**src/rtl/apb_interconnect.sv**
```systemverilog
// APB address decoder/interconnect: one master, NUM_SLAVES slaves, with a wait-state
// watchdog, PSLVERR on unmapped or timed-out transfers, and a saturating error counter.
module apb_interconnect #(
  parameter int unsigned NUM_SLAVES = 3,
  parameter int unsigned ADDR_W     = 16,
  parameter int unsigned DATA_W     = 16,
  parameter int unsigned SEL_W      = 2,
  parameter int unsigned TIMEOUT    = 64
) (
  input  logic                         clk,
  input  logic                         reset,
  input  logic                         m_psel,
  input  logic                         m_penable,
  input  logic                         m_pwrite,
  input  logic [ADDR_W-1:0]            m_paddr,
  input  logic [DATA_W-1:0]            m_pwdata,
  output logic [DATA_W-1:0]            m_prdata,
  output logic                         m_pready,
  output logic                         m_pslverr,
  output logic [NUM_SLAVES-1:0]        s_psel,
  output logic                         s_penable,
  output logic                         s_pwrite,
  output logic [ADDR_W-1:0]            s_paddr,
  output logic [DATA_W-1:0]            s_pwdata,
  input  logic [NUM_SLAVES*DATA_W-1:0] s_prdata,
  input  logic [NUM_SLAVES-1:0]        s_pready,
  input  logic [NUM_SLAVES-1:0]        s_pslverr,
  output logic [15:0]                  err_count,
  output logic                         timeout_p
);

  localparam int unsigned CNT_W    = (TIMEOUT > 1) ? $clog2(TIMEOUT) : 1;
  localparam int unsigned TMO_LAST = (TIMEOUT > 0) ? TIMEOUT - 1 : 0;

  typedef enum logic {IDLE, ACCESS} state_t;

  state_t             state_q, state_d;
  logic [SEL_W-1:0]   idx_q, idx_d, cur_idx;
  logic [CNT_W-1:0]   wait_cnt, wait_cnt_d;
  logic [15:0]        err_count_d;
  logic               mapped, sel_ready, sel_err, tmo;
  logic [DATA_W-1:0]  sel_rdata;

  assign s_penable = m_penable & (state_q == ACCESS) & ~reset;
  assign s_pwrite  = m_pwrite;
  assign s_paddr   = m_paddr;
  assign s_pwdata  = m_pwdata;

  // State and bookkeeping registers
  always_ff @(posedge clk) begin
    if (reset) begin
      state_q   <= IDLE;
      idx_q     <= '0;
      wait_cnt  <= '0;
      err_count <= '0;
    end else begin
      state_q   <= state_d;
      idx_q     <= idx_d;
      wait_cnt  <= wait_cnt_d;
      err_count <= err_count_d;
    end
  end

  // Decode, response mux, watchdog and next-state
  always_comb begin
    state_d     = state_q;
    idx_d       = idx_q;
    wait_cnt_d  = wait_cnt;
    err_count_d = err_count;
    s_psel      = '0;
    sel_ready   = 1'b0;
    sel_err     = 1'b0;
    sel_rdata   = '0;
    m_pready    = 1'b0;
    m_pslverr   = 1'b0;
    m_prdata    = '0;
    timeout_p   = 1'b0;

    // SETUP decodes the live address; ACCESS holds the latched index
    cur_idx = (state_q == ACCESS) ? idx_q : m_paddr[ADDR_W-1 -: SEL_W];
    mapped  = 32'(cur_idx) < NUM_SLAVES;

    for (int unsigned i = 0; i < NUM_SLAVES; i++) begin
      if (cur_idx == SEL_W'(i)) begin
        s_psel[i] = m_psel & ~reset;
        sel_ready = s_pready[i];
        sel_err   = s_pslverr[i];
        sel_rdata = s_prdata[i*DATA_W +: DATA_W];
      end
    end

    // A slave ready in the last allowed cycle beats the watchdog
    tmo = (TIMEOUT > 0) && mapped && !sel_ready && (wait_cnt == CNT_W'(TMO_LAST));

    if (state_q == ACCESS && !reset) begin
      if (!mapped) begin
        m_pready  = 1'b1;
        m_pslverr = 1'b1;
      end else if (tmo) begin
        m_pready  = 1'b1;
        m_pslverr = 1'b1;
        timeout_p = 1'b1;
      end else begin
        m_pready  = sel_ready;
        m_pslverr = sel_err;
        m_prdata  = sel_rdata;
      end
    end

    case (state_q)
      IDLE: begin
        if (m_psel && !m_penable) begin
          state_d    = ACCESS;
          idx_d      = m_paddr[ADDR_W-1 -: SEL_W];
          wait_cnt_d = '0;
        end
      end
      ACCESS: begin
        if (m_pready) begin
          state_d = IDLE;
          if (m_pslverr && err_count != 16'hFFFF) err_count_d = err_count + 16'd1;
        end else if (!sel_ready) begin
          wait_cnt_d = wait_cnt + CNT_W'(1);
        end
      end
      default: state_d = IDLE;
    endcase
  end

endmodule

```
**config.mk**
```make
export PLATFORM = sky130hd
export DESIGN_NAME = apb_interconnect
export DESIGN_NICKNAME = d
export VERILOG_FILES = /design/src/rtl/apb_interconnect.sv
export SDC_FILE = /design/constraint.sdc
export NUM_CORES = 1
export LEC_CHECK = 0
export CORE_MARGIN = 10
export CORE_UTILIZATION = 31
export CTS_CLUSTER_SIZE = 30
export DETAILED_ROUTE_END_ITERATION = 6
export PLACE_DENSITY = 0.88
export SLEW_MARGIN = 20
export SYNTH_ARGS = -nofsm -noshare
export SYNTH_HDL_FRONTEND = slang
export SYNTH_SLANG_ARGS = --single-unit
export TNS_END_PERCENT = 50
```
**constraint.sdc**
```tcl
create_clock -name clk -period 1.9 [get_ports clk]
set_input_delay 0.38 -clock clk [delete_from_list [all_inputs] [get_ports clk]]
set_output_delay 0.38 -clock clk [all_outputs]
set_load 0.02 [all_outputs]
```
# Word level (Yosys, flattened, before mapping)
# Cells that the tools add are included.
# classes
n_addsub	2
n_div	0
n_mul	0
magnitude_cmp	1
bitwise	5
n_reduce_logical	12
eq_ne	7
muxes	32
shifts	0
# ops
op	count
2-to-1 mux 16 bit	6
2-to-1 mux 1 bit	20
2-to-1 mux 6 bit	3
adder 16 x 1 -> 16 bit, second input constant	1
inequality test 16 bit, second input constant	1
one-hot mux 6 bit (2 select lines)	1
adder 6 x 1 -> 6 bit, second input constant	1
equality test 6 bit, second input constant	1
inequality test 2 bit, second input constant	3
AND reduction 3 bit	2
logical AND 1 bit	5
AND 1 bit	3
zero test 1 bit	3
equality test 2 x 1 -> 1 bit, second input constant	1
equality test 2 bit, second input constant	1
zero test 2 bit	1
< comparator 2 bit, second input constant	1
2-to-1 mux 2 bit	1
NOT 1 bit	2
one-hot mux 1 bit (2 select lines)	1
AND reduction 2 bit	1
# totals
register_bits	25
rom_bits	0
latch_bits	0
word_cells	63
memories	0
mem_bits_rw	0

# Depth between registers and ports, before layout
# Gate-level depths: netlist of the first run.
# depth
ltp_word	13
depth_mapped	9

# Least setup slack after synthesis of the first run
# No wires, ideal clock.
# synth_timing
path_type	register to output
startpoint	register state_q
endpoint	output m_prdata[10]
arrival_ps	1908
setup_slack_ps	-388
path_stages_with_launch	8
path_cell_list	dfxtp_1 > buf_6 > or3b_1 > a21bo_2 > nand4_2 > nand4_1 > clkbuf_1 > nor2_1
# synth_via
elab_chain_cells	11
# synth_rtl
item	line_no	source
start: declaration	37	state_t state_q, state_d;
start signal: assignment	57	state_q <= state_d;
2-to-1 mux 2 bit	80	cur_idx = (state_q == ACCESS) ? idx_q : m_paddr[ADDR_W-1 -: SEL_W];
zero test 2 bit	84	if (cur_idx == SEL_W'(i)) begin
2-to-1 mux 1 bit (3 in series)	84	
zero test 1 bit	--	
logical AND 1 bit (2 in series)	93	tmo = (TIMEOUT > 0) && mapped && !sel_ready && (wait_cnt == CNT_W'(TMO_LAST));
2-to-1 mux 16 bit	99	end else if (tmo) begin
2-to-1 mux 16 bit	96	if (!mapped) begin
2-to-1 mux 16 bit *	95	if (state_q == ACCESS && !reset) begin
end: declaration	17	output logic [DATA_W-1:0] m_prdata,
# Every way passes the cells marked *; elsewhere a longest branch is shown, timed or not.

# Worst setup path after layout of the first run
# layout_timing
startpoint	register state_q
endpoint	output m_pslverr
# layout_via
elab_chain_cells	11
# layout_rtl
item	line_no	source
2-to-1 mux 2 bit	80	
zero test 2 bit	84	
2-to-1 mux 1 bit (3 in series)	84	
zero test 1 bit	--	
logical AND 1 bit (2 in series)	93	
2-to-1 mux 1 bit	99	
2-to-1 mux 1 bit	96	
2-to-1 mux 1 bit *	95	
end: declaration	19	output logic m_pslverr,
# Marks and branches as above.

==> results.toml, run 1 <==
[outcome]
outcome = "finished, violations left"
violations = "negative setup slack"

[placed_design]
port_buffers = 100
dp_slack_ns = -1.109
gp_congestion = 0.8715
placed_cell_area_mm2 = 0.003477
dp_cells = 506
dp_hpwl_um = 6575

[clock_network]
htreeDepth = 1
insertion_delay_ns = 0.27
clkTransAtPathRegs_ns = 0.09
cts_sinks = 25
ctsRootBufferMaster = "clkbuf_8"
cts_tree = "done"
cts_buffer_depth = 2
holdBufCountCts = 0
cts_buffers = 3

[cells_and_area]
syn2layout_area_growth_pct = 74.73
finalNetCount = 514
layoutNonFillerInstCount = 516
n_fill_cell = 608
postLayoutCoreUtil_pct = 56.02
n_antenna_cell = 0
finalInstanceArea_mm2 = 0.003806
drive_gt1_share_pct = 32.38

[synthesis]
synth_top_area_share_pct = 22.98
yosys.area.top_type = "dfxtp_1"
syn_avg_cell_area_um2 = 7.073
async_reset_ff_share_pct = 0
synth_cell_types = 50
syn_area_mm2 = 0.002178
yosys_warnings = 0
synth_edf_count = 0
synthCells = 308
syn_nets = 401
ys_top_cells_by_area = "dfxtp_1, buf_4, a21oi_1"
ys_seq_area_share_pct = 22.98
ys_ff_latch = 25
ys.flop_type = "dfxtp_1"

[timing]
hold_violations = 0
holdWs_ns = 0.5137
min_period_over_period_pct = 123.6
rsz0062_at_grt = "yes"
fmax_ghz = 0.4260
finalSetupViolCount = 42
clock-skew-final_ns = 0.004693
slew_viol_final = 0
worst_slack_ns = -0.4476
relSlewSlack_pct = 79.06
min_period_ns = 2.348
worst_pin_slew_ns = 0.3137

[pwr]
leakage_uw = 0.001417
ir_drop_mv = 0.3635
p_per_area_mw_per_mm2 = 380.0

[route]
routed_via_density = 5.081
final_antenna_net_count = 0
finalWirelength_um = 8830
vias = 2622
drt_iter0_markers = 109
wl_per_cell_um = 17.11
dr.pass1.iters = 4
route.detailed.drc = 0

[global_route]
antenna_found_initial = 0
grt_pass1_vias = 2643
grt_start_max_net_pins = 26
grt_pass1_wl_um = 13830
track_usage_pct = 14.93
grt.overflow.total = 0

[worst_setup_path]
crit_arrival_ns = 1.97
cp_data_required_time_ns = 1.52
cp-start-kind = "flop"
cp-end-kind = "primary output"
crit_type = "flop to primary output"
reg2reg_slack_ns = -0.41
critPathMaxFanout = 5

[die]
ios = 163
die_width_um = 103.8
core.rowCount = 30
die_h_um = 103.8
dieArea_mm2 = 0.01078
initial_core_util_pct = 32.06
core_area_mm2 = 0.006794

[min_path]
hp-class = "flop to flop"

[flow_run]
drv_cap = 0
## power by group
part	internal [uW]	total, uW	switching [uW]
combinational	302	595	294
sequential	529	537	7.37
clock	150	314	164
## sequential cells by signal, summed over array words and instances (netlist names)
| name | flops |
|---|---|
| wait_cnt | 6 |
| idx_q | 2 |
| err_count | 16 |
| state_q | 1 |
## critical path: stages (launching register included)
cell	delay, ns
dfxtp_4	0.37
or3b_4	0.40
a21bo_4	0.23
nand4_4	0.07
buf_4	0.13
nor3b_4	0.31
nor2_4	0.06
buf_6	0.13
## stage by stage
stage | setup TNS (ns) | power (uW)
3_3_place_gp | -37.09 | 1058
4_1_cts | -12.76 | 1419
6_report | -13.57 | 1446
2_1_floorplan | -4.451 | 899.6
5_1_grt | -17.46 | 1520
3_5_place_dp | -38.90 | 1068
## final cells by class
class	instances	area (um2)	area share, %
clock buffers	4	45.04	1.183
inverters	4	16.27	0.4274
multi-input cells	234	1613	42.37
flip-flops and latches	25	505.5	13.28
well taps	96	120.1	3.156
repair buffers	153	1506	39.58
## final timing paths
check / from / to / depth (start not counted)
setup / recovery: state_q$_SDFF_PP0_ / m_pslverr / 7
hold / removal: err_count[15]$_SDFFE_PP0P_ / err_count[15]$_SDFFE_PP0P_ / 1
setup reg to reg: state_q$_SDFF_PP0_ / err_count[7]$_SDFFE_PP0P_ / 9
hold reg to reg: err_count[15]$_SDFFE_PP0P_ / err_count[15]$_SDFFE_PP0P_ / 1
## cell families (layout without fill, tap and decap cells)
group | after synthesis | in the layout | synth area share (%)
simple gates | 150 | 151 | 34.98
compound gates | 64 | 64 | 17.00
buf+inv | 50 | 161 | 15.16
flops | 25 | 25 | 22.98
mux | 13 | 13 | 7.122
xor+xnor | 4 | 4 | 1.608
fa+ha+maj | 2 | 2 | 1.149
## repair_timing
| item | 4_1_cts | 5_1_grt |
|---|---|---|
| setup buffers | 2 | 2 |
| gates resized for setup | 161 | 29 |
| gates cloned | 1 | 1 |
| setup endpoints to repair | 47 | 45 |
| pin swaps | 19 | 6 |
## per-layer routing
metal  vias to the layer above  wire, um  track usage [%]  part of all wire (%)
met2                       126      4289            25.95                    49
li1                       1267         -                -                     -
met4                         0        99            3.280                   1.1
met1                      1217      3690            17.42                    42
met5                         -         0                0                     0
met3                        12       751            4.709                   8.5
## cell usage after synthesis, types with 2 or more instances
| cell | number |
|---|---|
| a211oi_1 | 4 |
| a21oi_1 | 42 |
| and3_1 | 3 |
| buf_1 | 2 |
| buf_2 | 3 |
| buf_4 | 33 |
| buf_6 | 2 |
| clkbuf_1 | 6 |
| dfxtp_1 | 25 |
| ha_1 | 2 |
| inv_1 | 3 |
| mux2_1 | 3 |
| mux2_2 | 2 |
| mux2_4 | 3 |
| mux2i_1 | 4 |
| nand2_1 | 50 |
| nand3_1 | 9 |
| nand3b_1 | 3 |
| nand4_1 | 6 |
| nor2_1 | 41 |
| nor2b_1 | 7 |
| nor3_1 | 6 |
| nor3b_1 | 5 |
| nor4_1 | 3 |
| o21ai_0 | 4 |
| o31ai_1 | 4 |
| or2_2 | 2 |
| or3_1 | 3 |
| or4_1 | 4 |
| xnor2_1 | 4 |
## placed cells by master (no fill, tap or decap), types with 3 or more instances in the layout
cell / n
clkdlybuf4s50_1: 74
nand2_1: 49
buf_4: 46
a21oi_1: 40
dfxtp_1: 23
buf_6: 21
nor2_1: 20
nor2_4: 18
nand3_1: 9
nor2b_1: 7
nand4_1: 6
mux2_4: 5
nor3_1: 4
mux2i_1: 4
a211oi_2: 4
xnor2_1: 4
o31ai_1: 4
or4_1: 4
buf_12: 4
nor3b_2: 3
nand3b_1: 3
nor2_2: 3
inv_1: 3
and3_1: 3
or3_1: 3
o21ai_0: 3
mux2_1: 3
clkbuf_8: 3
dlygate4sd2_1: 3
buf_8: 3
No activity file was read; power rests on OpenSTA's default activity.
==> run 2, diff against run 1 <==
--- a/config.mk
+++ b/config.mk
@@ -10,7 +10,6 @@
 export CTS_CLUSTER_SIZE = 30
 export DETAILED_ROUTE_END_ITERATION = 6
 export PLACE_DENSITY = 0.88
-export SLEW_MARGIN = 20
 export SYNTH_ARGS = -nofsm -noshare
 export SYNTH_HDL_FRONTEND = slang
 export SYNTH_SLANG_ARGS = --single-unit
==> results of run 2 <==
Final layout, timing and power as in run 1 (identical DEF).
==> run 3, diff against run 2 <==
==> constraint.sdc (replaced) <==
create_clock -name clk -period 1.9 [get_ports clk]
set_input_delay 0.38 -clock clk [delete_from_list [all_inputs] [get_ports clk]]
set_output_delay 0.38 -clock clk [all_outputs]
set_load 0.05 [all_outputs]
==> run 3 against run 2 <==
Effect of this change:
- the run still ends with negative setup slack left
- core utilization increased by 4.8 points
- via count increased by 5.9%
- total power rose by 11%
- combinational power grew 25%
- worst hold slack improved by 0.029 ns
- global-route usage increased by 2.1 points
- sequential power about the same
- critical path depth rose by 1
- cell count grew 2.1%
- fmax shrank 4.2%
- non-clock buffer count up 11
- register-to-register slack worse by 0.07 ns
==> results.toml, run 3 (synthesis gave the netlist of run 1 again) <==
[outcome]
outcome = "finished, violations left"
violations = "negative setup slack"

[die]
ios = 163
core.rowCount = 30
die_h_um = 103.8
dieArea_mm2 = 0.01078
die_width_um = 103.8
core_area_mm2 = 0.006794
initial_core_util_pct = 32.06

[cells_and_area]
top_register = "err_count"
n_fill_cell = 514
syn2layout_area_growth_pct = 89.78
final_cell_mix = "buf_4, clkdlybuf4s50_1, nand2_1, a21oi_1, buf_12"
largest_reg_flops = 16
layout_commonest_cell = "buf_4"
finalNetCount = 525
top_regs = "err_count (16), wait_cnt (6), idx_q (2)"
drive_gt1_share_pct = 40.14
n_antenna_cell = 0

[route]
dr.pass1.iters = 4
final_antenna_net_count = 0
finalWirelength_um = 9626
vias = 2778
drt_iter0_markers = 182
wl_per_cell_um = 18.27
route.detailed.drc = 0
routed_via_density = 5.271

[worst_setup_path]
crit_slowest_cell = "or3b_4"
crit_arrival_ns = 2.07
cp-start-kind = "flop"
cp_data_required_time_ns = 1.52
cp_common_cell = "buf_12"
critPathMaxFanout = 8
timing.critical_path.cells = "or3b_4, a21bo_4, nand4_4, nand4_1, buf_6, buf_12, nor2_4, buf_12"
crit_type = "flop to primary output"
cp-end-kind = "primary output"
cpPeakStageDelay_ns = 0.41

[clock_network]
insertion_delay_ns = 0.27
cts_tree = "done"
ctsRootBufferMaster = "clkbuf_8"
cts_buffer_depth = 2
htreeDepth = 1
holdBufCountCts = 0
cts_buffers = 3
cts_sinks = 25
clkTransAtPathRegs_ns = 0.08

[pwr]
ir_drop_mv = 0.3625
p_per_area_mw_per_mm2 = 387.6
leakage_uw = 0.001574

[timing]
fmax_ghz = 0.4081
worst_pin_slew_ns = 0.4123
slew_viol_final = 0
holdWs_ns = 0.5429
worst_slack_ns = -0.5505
clock-skew-final_ns = 0.004023
relSlewSlack_pct = 72.28
min_period_over_period_pct = 129.0
hold_violations = 0
min_period_ns = 2.450
rsz0062_at_grt = "yes"
finalSetupViolCount = 44

[global_route]
antenna_found_initial = 0
grt.overflow.total = 0
met3_usage_pct = 4.027
grt_pass1_wl_um = 15420
use_met2_pct = 30.86
grt_start_max_net_pins = 18
grt_pass1_vias = 2907
grtUsageMet1_pct = 19.34
track_usage_pct = 17.01
grt.busiest_layer = "met2"

[flow_run]
drv_cap = 0

[placed_design]
gp_congestion = 0.8432
port_buffers = 100
dp_hpwl_um = 6967
dp_slack_ns = -0.7593

[min_path]
hp-class = "flop to flop"
run 3: cell count changes in the layout (fill, tap and decap cells not counted), moves of 3 or more:
cell             delta
a21oi_2             +4
clkdlybuf4s50_1    -18
or4_1               -3
buf_6              -14
buf_12             +21
or4_4               +3
a21oi_1             -5
buf_4              +22
run 3: area by class of cell:
| cell class | count | area, um2 | share of cell area [%] |
|---|---|---|---|
| clock buffers | 4 | 45.04 | 1.090 |
| repair buffers | 164 | 1782 | 43.10 |
| inverters | 4 | 16.27 | 0.3935 |
| well taps | 96 | 120.1 | 2.906 |
| flip-flops and latches | 25 | 505.5 | 12.23 |
| multi-input cells | 234 | 1665 | 40.28 |
run 3: path summary, 6_finish.rpt:
check | start | end | slack, ns | cells after the start
setup / recovery | state_q$_SDFF_PP0_ | m_prdata[1] | -0.55 | 8
hold / removal | err_count[15]$_SDFFE_PP0P_ | err_count[15]$_SDFFE_PP0P_ | 0.54 | 2
setup reg to reg | state_q$_SDFF_PP0_ | err_count[10]$_SDFFE_PP0P_ | -0.48 | 9
hold reg to reg | err_count[15]$_SDFFE_PP0P_ | err_count[15]$_SDFFE_PP0P_ | 0.54 | 2
run 3: what timing repair did:
action	CTS	global route
resized for setup	52	14
endpoints found under the setup margin	46	45
gates cloned	3	0
pin swaps	23	6
buffers inserted	7	1
run 3: stage by stage:
stage | instances | power (uW) | utilization (%) | cell area, um2 | TNS, ns
floorplan | 308 | 1027 | - | 2315 | -11.51
global placement | 512 | 1149 | 54.55 | 3706 | -27.74
detailed placement | 512 | 1165 | 54.55 | 3706 | -29.47
CTS | 526 | 1582 | 59.83 | 4065 | -15.27
global route | 527 | 1672 | 60.85 | 4134 | -19.71
finish | 527 | 1602 | 60.85 | 4134 | -16.84
run 3: critical path: cells and delay by family, from the launching register on:
| family | cells | cell delay [ns] |
|---|---|---|
| DFF | 1 | 0.37 |
| AOI/OAI and AO/OA | 1 | 0.24 |
| and+or+nand+nor | 4 | 0.73 |
| buffers and inverters | 3 | 0.45 |
run 3: where the power goes:
group	leakage, uW	total (uW)	switching (uW)	internal (uW)
clock network	0.0000228	324	174	150
logic	0.00135	741	360	381
registers	0.000203	537	8.05	529
total	0.00157	1600	542	1060
run 3: routing by layer:
layer	share of wire (%)	vias up	wire, um
met5	0	-	0
met4	1.8	0	174
met3	7.8	15	750
met2	50	169	4798
met1	41	1300	3903
li1	-	1294	-
